### src/rtl/sram_access_ctrl.sv
// Single-port SRAM access controller: clears the array after reset, then
// serves one host read or write at a time with registered SRAM controls.
module sram_access_ctrl #(
    parameter int unsigned DAT  = 4,
    parameter int unsigned DPTH = 4
) (
    input  logic                     clk,
    input  logic                     rst,
    input  logic                     req_valid,
    output logic                     req_ready,
    input  logic                     req_we,
    input  logic [$clog2(DPTH)-1:0]  req_addr,
    input  logic [DAT-1:0]           req_wdata,
    output logic                     resp_valid,
    input  logic                     resp_ready,
    output logic [DAT-1:0]           resp_rdata,
    output logic                     init_done,
    output logic                     mem_WE,
    output logic                     mem_RD,
    output logic [$clog2(DPTH)-1:0]  mem_Addr,
    output logic [DAT-1:0]           mem_dataIn,
    input  logic [DAT-1:0]           mem_dataOut
);

    localparam int unsigned AW = $clog2(DPTH);

    typedef enum logic [2:0] {
        CLEAR = 3'd0,
        IDLE  = 3'd1,
        WR    = 3'd2,
        RD    = 3'd3,
        RCAP  = 3'd4,
        RESP  = 3'd5
    } state_t;

    state_t          state, state_nxt;
    logic [AW-1:0]   cnt, cnt_nxt;
    logic [AW-1:0]   addr_nxt;
    logic [DAT-1:0]  wdata_nxt;
    logic [DAT-1:0]  rdata_nxt;

    // Next state plus next values of every registered output
    always_comb begin
        state_nxt = state;
        cnt_nxt   = cnt;
        addr_nxt  = mem_Addr;
        wdata_nxt = mem_dataIn;
        rdata_nxt = resp_rdata;
        case (state)
            CLEAR: begin
                if (cnt == AW'(DPTH - 1)) begin
                    state_nxt = IDLE;
                end else begin
                    cnt_nxt = cnt + AW'(1);
                end
            end
            IDLE: begin
                if (req_valid && req_ready) begin
                    addr_nxt  = req_addr;
                    wdata_nxt = req_wdata;
                    state_nxt = req_we ? WR : RD;
                end
            end
            WR:   state_nxt = IDLE;
            RD:   state_nxt = RCAP;
            RCAP: begin
                rdata_nxt = mem_dataOut;
                state_nxt = RESP;
            end
            RESP: begin
                if (resp_ready) begin
                    state_nxt = IDLE;
                end
            end
            default: begin
                state_nxt = CLEAR;
                cnt_nxt   = '0;
            end
        endcase
        // Clearing drives the counter onto the address bus with zero data
        if (state_nxt == CLEAR) begin
            addr_nxt  = cnt_nxt;
            wdata_nxt = '0;
        end
    end

    always_ff @(posedge clk) begin
        if (rst) begin
            state      <= CLEAR;
            cnt        <= '0;
            mem_WE     <= 1'b1;
            mem_RD     <= 1'b0;
            mem_Addr   <= '0;
            mem_dataIn <= '0;
            req_ready  <= 1'b0;
            resp_valid <= 1'b0;
            resp_rdata <= '0;
            init_done  <= 1'b0;
        end else begin
            state      <= state_nxt;
            cnt        <= cnt_nxt;
            mem_WE     <= (state_nxt == CLEAR) || (state_nxt == WR);
            mem_RD     <= (state_nxt == RD);
            mem_Addr   <= addr_nxt;
            mem_dataIn <= wdata_nxt;
            req_ready  <= (state_nxt == IDLE);
            resp_valid <= (state_nxt == RESP);
            resp_rdata <= rdata_nxt;
            init_done  <= (state_nxt != CLEAR);
        end
    end

endmodule

### config.mk
export PLATFORM = sky130hd
export DESIGN_NAME = sram_access_ctrl
export DESIGN_NICKNAME = d
export VERILOG_FILES = /design/src/rtl/sram_access_ctrl.sv
export SDC_FILE = /design/constraint.sdc
export NUM_CORES = 1
export LEC_CHECK = 0
export ABC_CLOCK_PERIOD_IN_PS = 3500
export CAP_MARGIN = 25
export CORE_MARGIN = 2
export CORE_UTILIZATION = 45
export DETAILED_ROUTE_END_ITERATION = 6
export PLACE_DENSITY = 0.81
export SETUP_SLACK_MARGIN = 0.05
export SLEW_MARGIN = 40
export SYNTH_ARGS = -nofsm -noshare
export SYNTH_HDL_FRONTEND = slang
export SYNTH_SLANG_ARGS = --single-unit
### constraint.sdc
create_clock -name clk -period 3.5 [get_ports clk]
set_clock_uncertainty 0.05 [all_clocks]
set_input_delay 0.35 -clock clk [delete_from_list [all_inputs] [get_ports clk]]
set_output_delay 0.35 -clock clk [all_outputs]
set_load 0.01 [all_outputs]
; ---- After elaboration in Yosys (flattened, before gate mapping)
; Cells that the tools add are included.
[word_totals]
register_bits = 20
latch_bits = 0
ramBits = 0
rom_bits = 0
inputBits = 15
wordCells = 42
n_memories = 0
[op_classes]
addsub = 1
multipliers = 0
div_mod_pow = 0
magnitude_cmp = 0
eq_ne = 10
shifts = 0
muxes = 10
bitwise_logic = 0
reduce_logical = 11
[ops]
columns = operator, n
row1 = $pmux 3 s6, 1
row2 = $eq 3x2->1 const B, 4
row3 = $eq 3x3->1 const B, 3
row4 = $mux 3, 3
row5 = $mux 2, 4
row6 = $eq 3x1->1 const B, 2
row7 = $logic_not 3->1, 2
row8 = $reduce_or 5->1, 1
row9 = $pmux 2 s2, 1
row10 = $reduce_and 2->1, 2
row11 = $reduce_bool 2->1, 2
row12 = $reduce_bool 3->1, 1
row13 = $add 2x1->2 const B, 1
row14 = $eq 2x2->1 const B, 1
row15 = $reduce_or 2->1, 1
row16 = $logic_and 1x1->1, 1
row17 = $logic_or 1x1->1, 1
row18 = $mux 1, 1

; ---- Logic depth before layout (Yosys ltp)
; Gate-level depths: netlist (run 1).
[depth]
depth_word = 6
depth_mapped = 5
mapped_depth_nobuf = 4

; ---- Worst setup path after synthesis (run 1)
; OpenSTA, ideal clock, no wires.
[synth_timing]
path_kind = flip-flop to flip-flop
startpoint = register state[1]
endpoint = register mem_RD
t_arrival_ns = 1.201
required_time_ns = 3.363
setup_slack_ns = 2.162
path_stages_with_launch = 5
path_buffers = 0
cell_sequence = dfxtp_1 or3b_1 o31a_1 o21a_2 nor4b_4
[synth_via]
elab_chain_len = 3
word_cells_on_any_way = 11
[synth_rtl]
columns = element, line
row1 = start: declaration, 36  ; state_t state, state_nxt;
row2 = start signal: assignment, 100  ; state <= state_nxt;
row3 = $eq 3x3->1 (tied with other cells), 49  ; case (state)
row4 = $pmux 3 s6 (*), 49
row5 = $eq 3x2->1 (*), 103  ; mem_RD <= (state_nxt == RD);
row6 = end signal: assignment, 103
row7 = end: declaration, 19  ; output logic mem_RD,
; Every way passes the cells marked *; elsewhere a longest branch is shown, timed or not.
; A chain may end at the register's enable or synchronous reset.

==> flow_metrics.env, run 1 <==
export IMPL_fin_tns_setup_ns=0
export IMPL_place_hpwl_um=1285
export IMPL_drc=0
export IMPL_root_buffer="clkbuf_4"
export IMPL_holdPathStages=1
export IMPL_status="finished, final reports clean"
export IMPL_p_leak_uw=0.0004350
export IMPL_ys_seq_elements=20
export IMPL_hp_start="mem_dataIn[1]"
export IMPL_cp_slowest_cell="clkdlybuf4s50_1"
export IMPL_syn_nets=96
export IMPL_grt_pass1_wl_um=2822
export IMPL_gp_congestion=0.7297
export IMPL_ir_drop_uv=305.5
export IMPL_die_w_um=46.48
export IMPL_initial_core_util_pct=47.55
export IMPL_hold_viol_final=0
export IMPL_clock_latency_ns=0.30
export IMPL_slew_headroom_pct=58.74
export IMPL_worstMarginPinSlew_ns=0.6138
export IMPL_cts_tree="yes"
export IMPL_dp_cells=131
export IMPL_clk_pin_slew_ns=0.11
export IMPL_cts_resized=0
export IMPL_rows=15
export IMPL_startpoint_type="primary input"
export IMPL_postCtsSetupBuffers=0
export IMPL_clock_sinks=20
export IMPL_synth_seq_area_share_pct=49.31
export IMPL_timing_rr_end="mem_RD"
export IMPL_drive_gt1_share_pct=9.091
export IMPL_cp_required_ns=3.67
export IMPL_critPathKind="primary input to register"
export IMPL_fillers=132
export IMPL_die_h_um=46.48
export IMPL_synth_cell_types=29
export IMPL_wire_per_inst_um=12.91
export IMPL_p_per_area_mw_per_mm2=434.6
export IMPL_fin_crit_ns=1.797
export IMPL_ctsHoldBuffers=0
export IMPL_crit_path_end_kind="register"
export IMPL_core_area_mm2=0.001708
export IMPL_io_pins=30
export IMPL_slowest_delay_ns=0.67
export IMPL_synth_area_um2=812.0
export IMPL_worstReg2RegStart="state[1]"
export IMPL_path_depth=5
export IMPL_design_power_total_uw=505.1
export IMPL_crit_arrival_ns=1.97
export IMPL_cp_num_buf_inv=1
export IMPL_overflow=0
export IMPL_setup_violations=0
export IMPL_max_freq_ghz=0.5564
export IMPL_ff2ff_setup_slack_ns=1.83
export IMPL_hold_worst_slack_ns=0.4368
export IMPL_crit_chain="clkdlybuf4s50_1 -> a21o_1 -> a31oi_1 -> a22oi_1 -> o31ai_1"
export IMPL_die_area_mm2=0.002160
export IMPL_layoutNonFillerInstCount=135
export IMPL_final_nets=126
export IMPL_grt_start_max_net_pins=16
export IMPL_dr_pass1_iters=4
export IMPL_rsz0062_at_grt="no"
export IMPL_synth_edf_count=0
export IMPL_avgSynthCellArea_um2=10.03
export IMPL_grt_pass1_vias=651
export IMPL_cts_buffer_depth=2
export IMPL_areaGrowthSynthToFinish_pct=43.14
export IMPL_grtUsageTotal_pct=18.67
export IMPL_hold_path_class="register to register"
export IMPL_portBuffers=29
export IMPL_synth_async_reset_ratio_pct=0
export IMPL_antenna_cells=0
export IMPL_antenna_found_initial=0
export IMPL_yosysWarningCount=0
export IMPL_r2r_cells=4
export IMPL_finalCritPeriodShare_pct=51.35
export IMPL_whs_endpoint="mem_dataIn[1]"
export IMPL_vias=709
export IMPL_drv_cap=0
export IMPL_crit_fanout=12
export IMPL_cts_buffers=3
export IMPL_drt_iter0_markers=10
export IMPL_critical_path_top_delay_family="compound AO/OA/AOI/OAI gates"
export IMPL_routed_wl_um=1743
export IMPL_syn_inst=81
export IMPL_ant_nets=0
export IMPL_cts_max_level=1
export IMPL_via_per_inst=5.252
export IMPL_slew_violations=0
export IMPL_ys_flop_type="dfxtp_1"
## worst reg2reg max path, stage by stage, from the launching register on
cell and delay, ns:
dfxtp_1 0.64, or3b_1 0.40, o31a_1 0.12, o21a_2 0.15, nor4b_4 0.23
## cells in the final DEF (no fill, tap or decap), drive strengths merged, types with 2 or more instances in the layout
master / instances
o31ai: 2
a22oi: 2
a21oi: 6
clkbuf: 3
a22o: 4
dfxtp: 20
nor2: 6
nand2: 3
nand3b: 3
o21ai: 4
nor3: 3
a21o: 2
clkdlybuf4s50: 29
nand3: 3
mux2i: 4
inv: 4
## registers in the layout, indices dropped and copies added, names as in the netlist
| signal | count |
|---|---|
| init_done | 1 |
| mem_RD | 1 |
| state | 3 |
| mem_WE | 1 |
| mem_Addr | 2 |
| cnt | 2 |
| resp_valid | 1 |
| mem_dataIn | 4 |
| req_ready | 1 |
| resp_rdata | 4 |
## power by group
part,internal [uW],switching (uW)
combinational,39.9,28.3
clock,116,71.7
sequential,239,10.3
## cell usage after synthesis, types with 2 or more instances
master	n	area (um^2)
o21ai_0	4	20.02
o31ai_1	2	15.01
nor3_1	3	15.01
nand2_1	3	11.26
a22oi_1	2	15.01
a21oi_1	6	30.03
mux2i_1	4	40.04
dfxtp_1	20	400.4
a22o_1	4	35.03
nand3_1	2	10.01
nand3b_1	3	22.52
inv_1	4	15.01
buf_4	2	15.01
nor2_1	6	22.52
a21o_1	2	15.01
## per-stage QoR
stage	setup slack (ns)	instance area (um^2)	utilization (%)
after global routing	1.566	1162	68.06
final	1.703	1162	68.06
after detailed placement	1.380	1110	64.98
after CTS	1.677	1162	68.06
after global placement	1.434	1110	64.98
after floorplan	2.162	812.0	-
## per-layer routing
layer	wire, um	share of wire (%)	global-route usage, %	vias to the layer above
met4	14	0.80	8.571	0
met2	869	50	30.83	25
met3	112	6.4	5.490	2
li1	-	-	-	353
met1	747	43	21.99	329
met5	0	0	0	-
## kinds of logic (layout without fill, tap and decap cells)
family	after synthesis	count (layout)	share of synthesized area (%)
multiplexers	4	4	4.931
AND/OR/NAND/NOR	24	24	19.88
buffers and inverters	8	37	4.774
flip-flops	20	20	49.31
AO/OA/AOI/OAI	25	25	21.11
## final cells by class
type	instances	area, um^2	share of cell area (%)
clock inverter	1	30.03	2.583
sequential	20	400.4	34.45
clock buffer	3	22.52	1.938
timing repair buffer	29	290.3	24.97
multi-input combinational	53	372.9	32.08
tap	25	31.28	2.691
inverter	4	15.01	1.292
## worst max path at each step
stage	endpoint	startpoint	slack, ns
floorplan	mem_RD	state[1]	2.16
global placement	mem_Addr[1]	rst	1.43
detailed placement	mem_Addr[1]	rst	1.38
CTS	mem_Addr[1]	rst	1.68
global route	mem_Addr[0]	rst	1.57
finish	mem_Addr[1]	rst	1.70
No activity file was read; power rests on OpenSTA's default activity.
==> run 2, diff against run 1 <==
- ABC_CLOCK_PERIOD_IN_PS: 3500 -> 1700
- CORE_UTILIZATION: 45 -> 42
- PLACE_DENSITY: 0.81 -> 0.76
- clock period: 3.5 -> 1.7 ns (I/O delays scaled with it)
==> flow_metrics.env, run 2 (same netlist as run 1, synthesis figures left out) <==
export IMPL_status="finished, final reports clean"
export IMPL_drt_iter0_markers=13
export IMPL_rsz0062_at_grt="no"
export IMPL_holdPathStages=3
export IMPL_clock_sinks=20
export IMPL_worstMarginPinSlew_ns=0.4472
export IMPL_vias=710
export IMPL_routed_wl_um=1811
export IMPL_drv_cap=0
export IMPL_io_pins=30
export IMPL_slew_headroom_pct=70.06
export IMPL_design_power_total_uw=1039
export IMPL_die_area_mm2=0.002301
export IMPL_core_area_mm2=0.001764
export IMPL_hp_start="req_addr[1]"
export IMPL_final_common_cell="clkdlybuf4s50_1"
export IMPL_worstReg2RegStart="state[2]"
export IMPL_max_freq_ghz=0.6713
export IMPL_dp_cells=136
export IMPL_dr_pass1_iters=4
export IMPL_die_w_um=47.97
export IMPL_overflow=0
export IMPL_cp_num_buf_inv=1
export IMPL_drive_gt1_share_pct=13.91
export IMPL_rows=15
export IMPL_whs_endpoint="mem_Addr[1]"
export IMPL_areaGrowthSynthToFinish_pct=47.92
export IMPL_antenna_found_initial=0
export IMPL_cts_buffers=3
export IMPL_drc=0
export IMPL_multi_input_area_um2=372.9
export IMPL_crit_chain="clkdlybuf4s50_1"
export IMPL_critPathKind="register to output port"
export IMPL_via_per_inst=5.071
export IMPL_p_per_area_mw_per_mm2=864.7
export IMPL_ctsHoldBuffers=0
export IMPL_setup_violations=0
export IMPL_crit_path_end_kind="output port"
export IMPL_ff2ff_setup_slack_ns=0.22
export IMPL_crit_fanout=5
export IMPL_initial_core_util_pct=46.03
export IMPL_crit_arrival_ns=1.27
export IMPL_timing_rr_end="resp_rdata[3]"
export IMPL_finalCritPeriodShare_pct=87.63
export IMPL_hold_viol_final=0
export IMPL_cts_max_level=1
export IMPL_cts_tree="yes"
export IMPL_use_met1_pct=21.79
export IMPL_critical_path_top_delay_family="buffers and inverters"
export IMPL_layoutNonFillerInstCount=140
export IMPL_fin_tns_setup_ns=0
export IMPL_fillers=150
export IMPL_die_h_um=47.97
export IMPL_wire_per_inst_um=12.94
export IMPL_grt_busiest_layer="met2"
export IMPL_ff_latch_area_um2=401.6
export IMPL_clk_pin_slew_ns=0.11
export IMPL_grt_pass1_vias=658
export IMPL_fin_crit_ns=1.490
export IMPL_grtUsageTotal_pct=18.52
export IMPL_root_buffer="clkbuf_4"
export IMPL_final_cell_mix="clkdlybuf4s50_1 (29), dfxtp_1 (19), nor2_1 (6), a21oi_1 (6), buf_4 (5)"
export IMPL_final_nets=131
export IMPL_place_hpwl_um=1366
export IMPL_grt_pass1_wl_um=2904
export IMPL_grtUsageMet3_pct=7.925
export IMPL_cp_required_ns=1.48
export IMPL_gp_congestion=0.7796
export IMPL_r2r_cells=3
export IMPL_ant_nets=0
export IMPL_clock_latency_ns=0.30
export IMPL_p_leak_uw=0.0004620
export IMPL_hold_path_class="primary input to register"
export IMPL_startpoint_type="register"
export IMPL_ir_drop_uv=658.6
export IMPL_grt_start_max_net_pins=14
export IMPL_slew_violations=0
export IMPL_cp_slowest_cell="clkdlybuf4s50_1"
export IMPL_reg_top3="mem_dataIn (4), resp_rdata (4), state (3)"
export IMPL_portBuffers=29
export IMPL_cts_buffer_depth=2
export IMPL_antenna_cells=0
export IMPL_slowest_delay_ns=0.56
export IMPL_use_met2_pct=30.93
==> run 2: cell types whose count changed in the layout (fill, tap and decap cells not counted) <==
cell	change
buf_4	+5
dfxtp_1	-1
dfxtp_2	+1
==> run 2: worst max-delay path by stage <==
stage	cells past startpoint	slack (ns)	endpoint	start
2_1_floorplan	4	0.36	mem_RD	state[1]
3_3_place_gp	5	0.11	mem_dataIn[3]	rst
3_5_place_dp	5	0.07	mem_dataIn[3]	rst
4_1_cts	4	0.11	mem_dataIn[0]	state[0]
5_1_grt	3	0.08	resp_rdata[1]	state[2]
6_report	1	0.21	req_ready	req_ready
==> run 2: through the flow <==
stage | hold slack, ns | utilization, % | instance area, um^2 | setup WS, ns
2_1_floorplan | 0.2298 | - | 812.0 | 0.3620
3_3_place_gp | 0.4109 | 65.04 | 1147 | 0.1131
3_5_place_dp | 0.4124 | 65.04 | 1147 | 0.07080
4_1_cts | 0.4139 | 68.01 | 1200 | 0.1126
5_1_grt | 0.4129 | 68.09 | 1201 | 0.08267
6_report | 0.4126 | 68.09 | 1201 | 0.2104
==> run 2: layer usage <==
layer	vias up	part of all wire [%]
met5	-	0
met4	0	0.55
met3	2	7.3
met2	31	50
met1	315	42
li1	362	-
==> run 2: power breakdown <==
group / internal [uW] / total (uW) / leakage (uW) / switching [uW]
clock: 238 / 380 / 0.0000279 / 141
sequential: 493 / 513 / 0.000163 / 20.4
combinational: 86.3 / 146 / 0.000271 / 59.6
total: 818 / 1040 / 0.000462 / 221
==> run 2: cell type report <==
type | instances | area share, %
Clock buffer | 3 | 1.875
Timing Repair Buffer | 34 | 27.29
Tap cell | 25 | 2.604
Inverter | 4 | 1.250
Clock inverter | 1 | 2.500
Sequential cell | 20 | 33.44
Multi-Input combinational cell | 53 | 31.04
==> run 2: timing repair <==
action	in CTS	in global routing
endpoints found under the setup margin	0	4
gates resized for setup	0	1
hold endpoints to repair	0	0
setup buffers	0	0
==> run 3, diff against run 2 <==
- SLEW_MARGIN: 40 -> 30
==> results of run 3 <==
No change in the layout: final DEF, timing and power equal those of run 2.
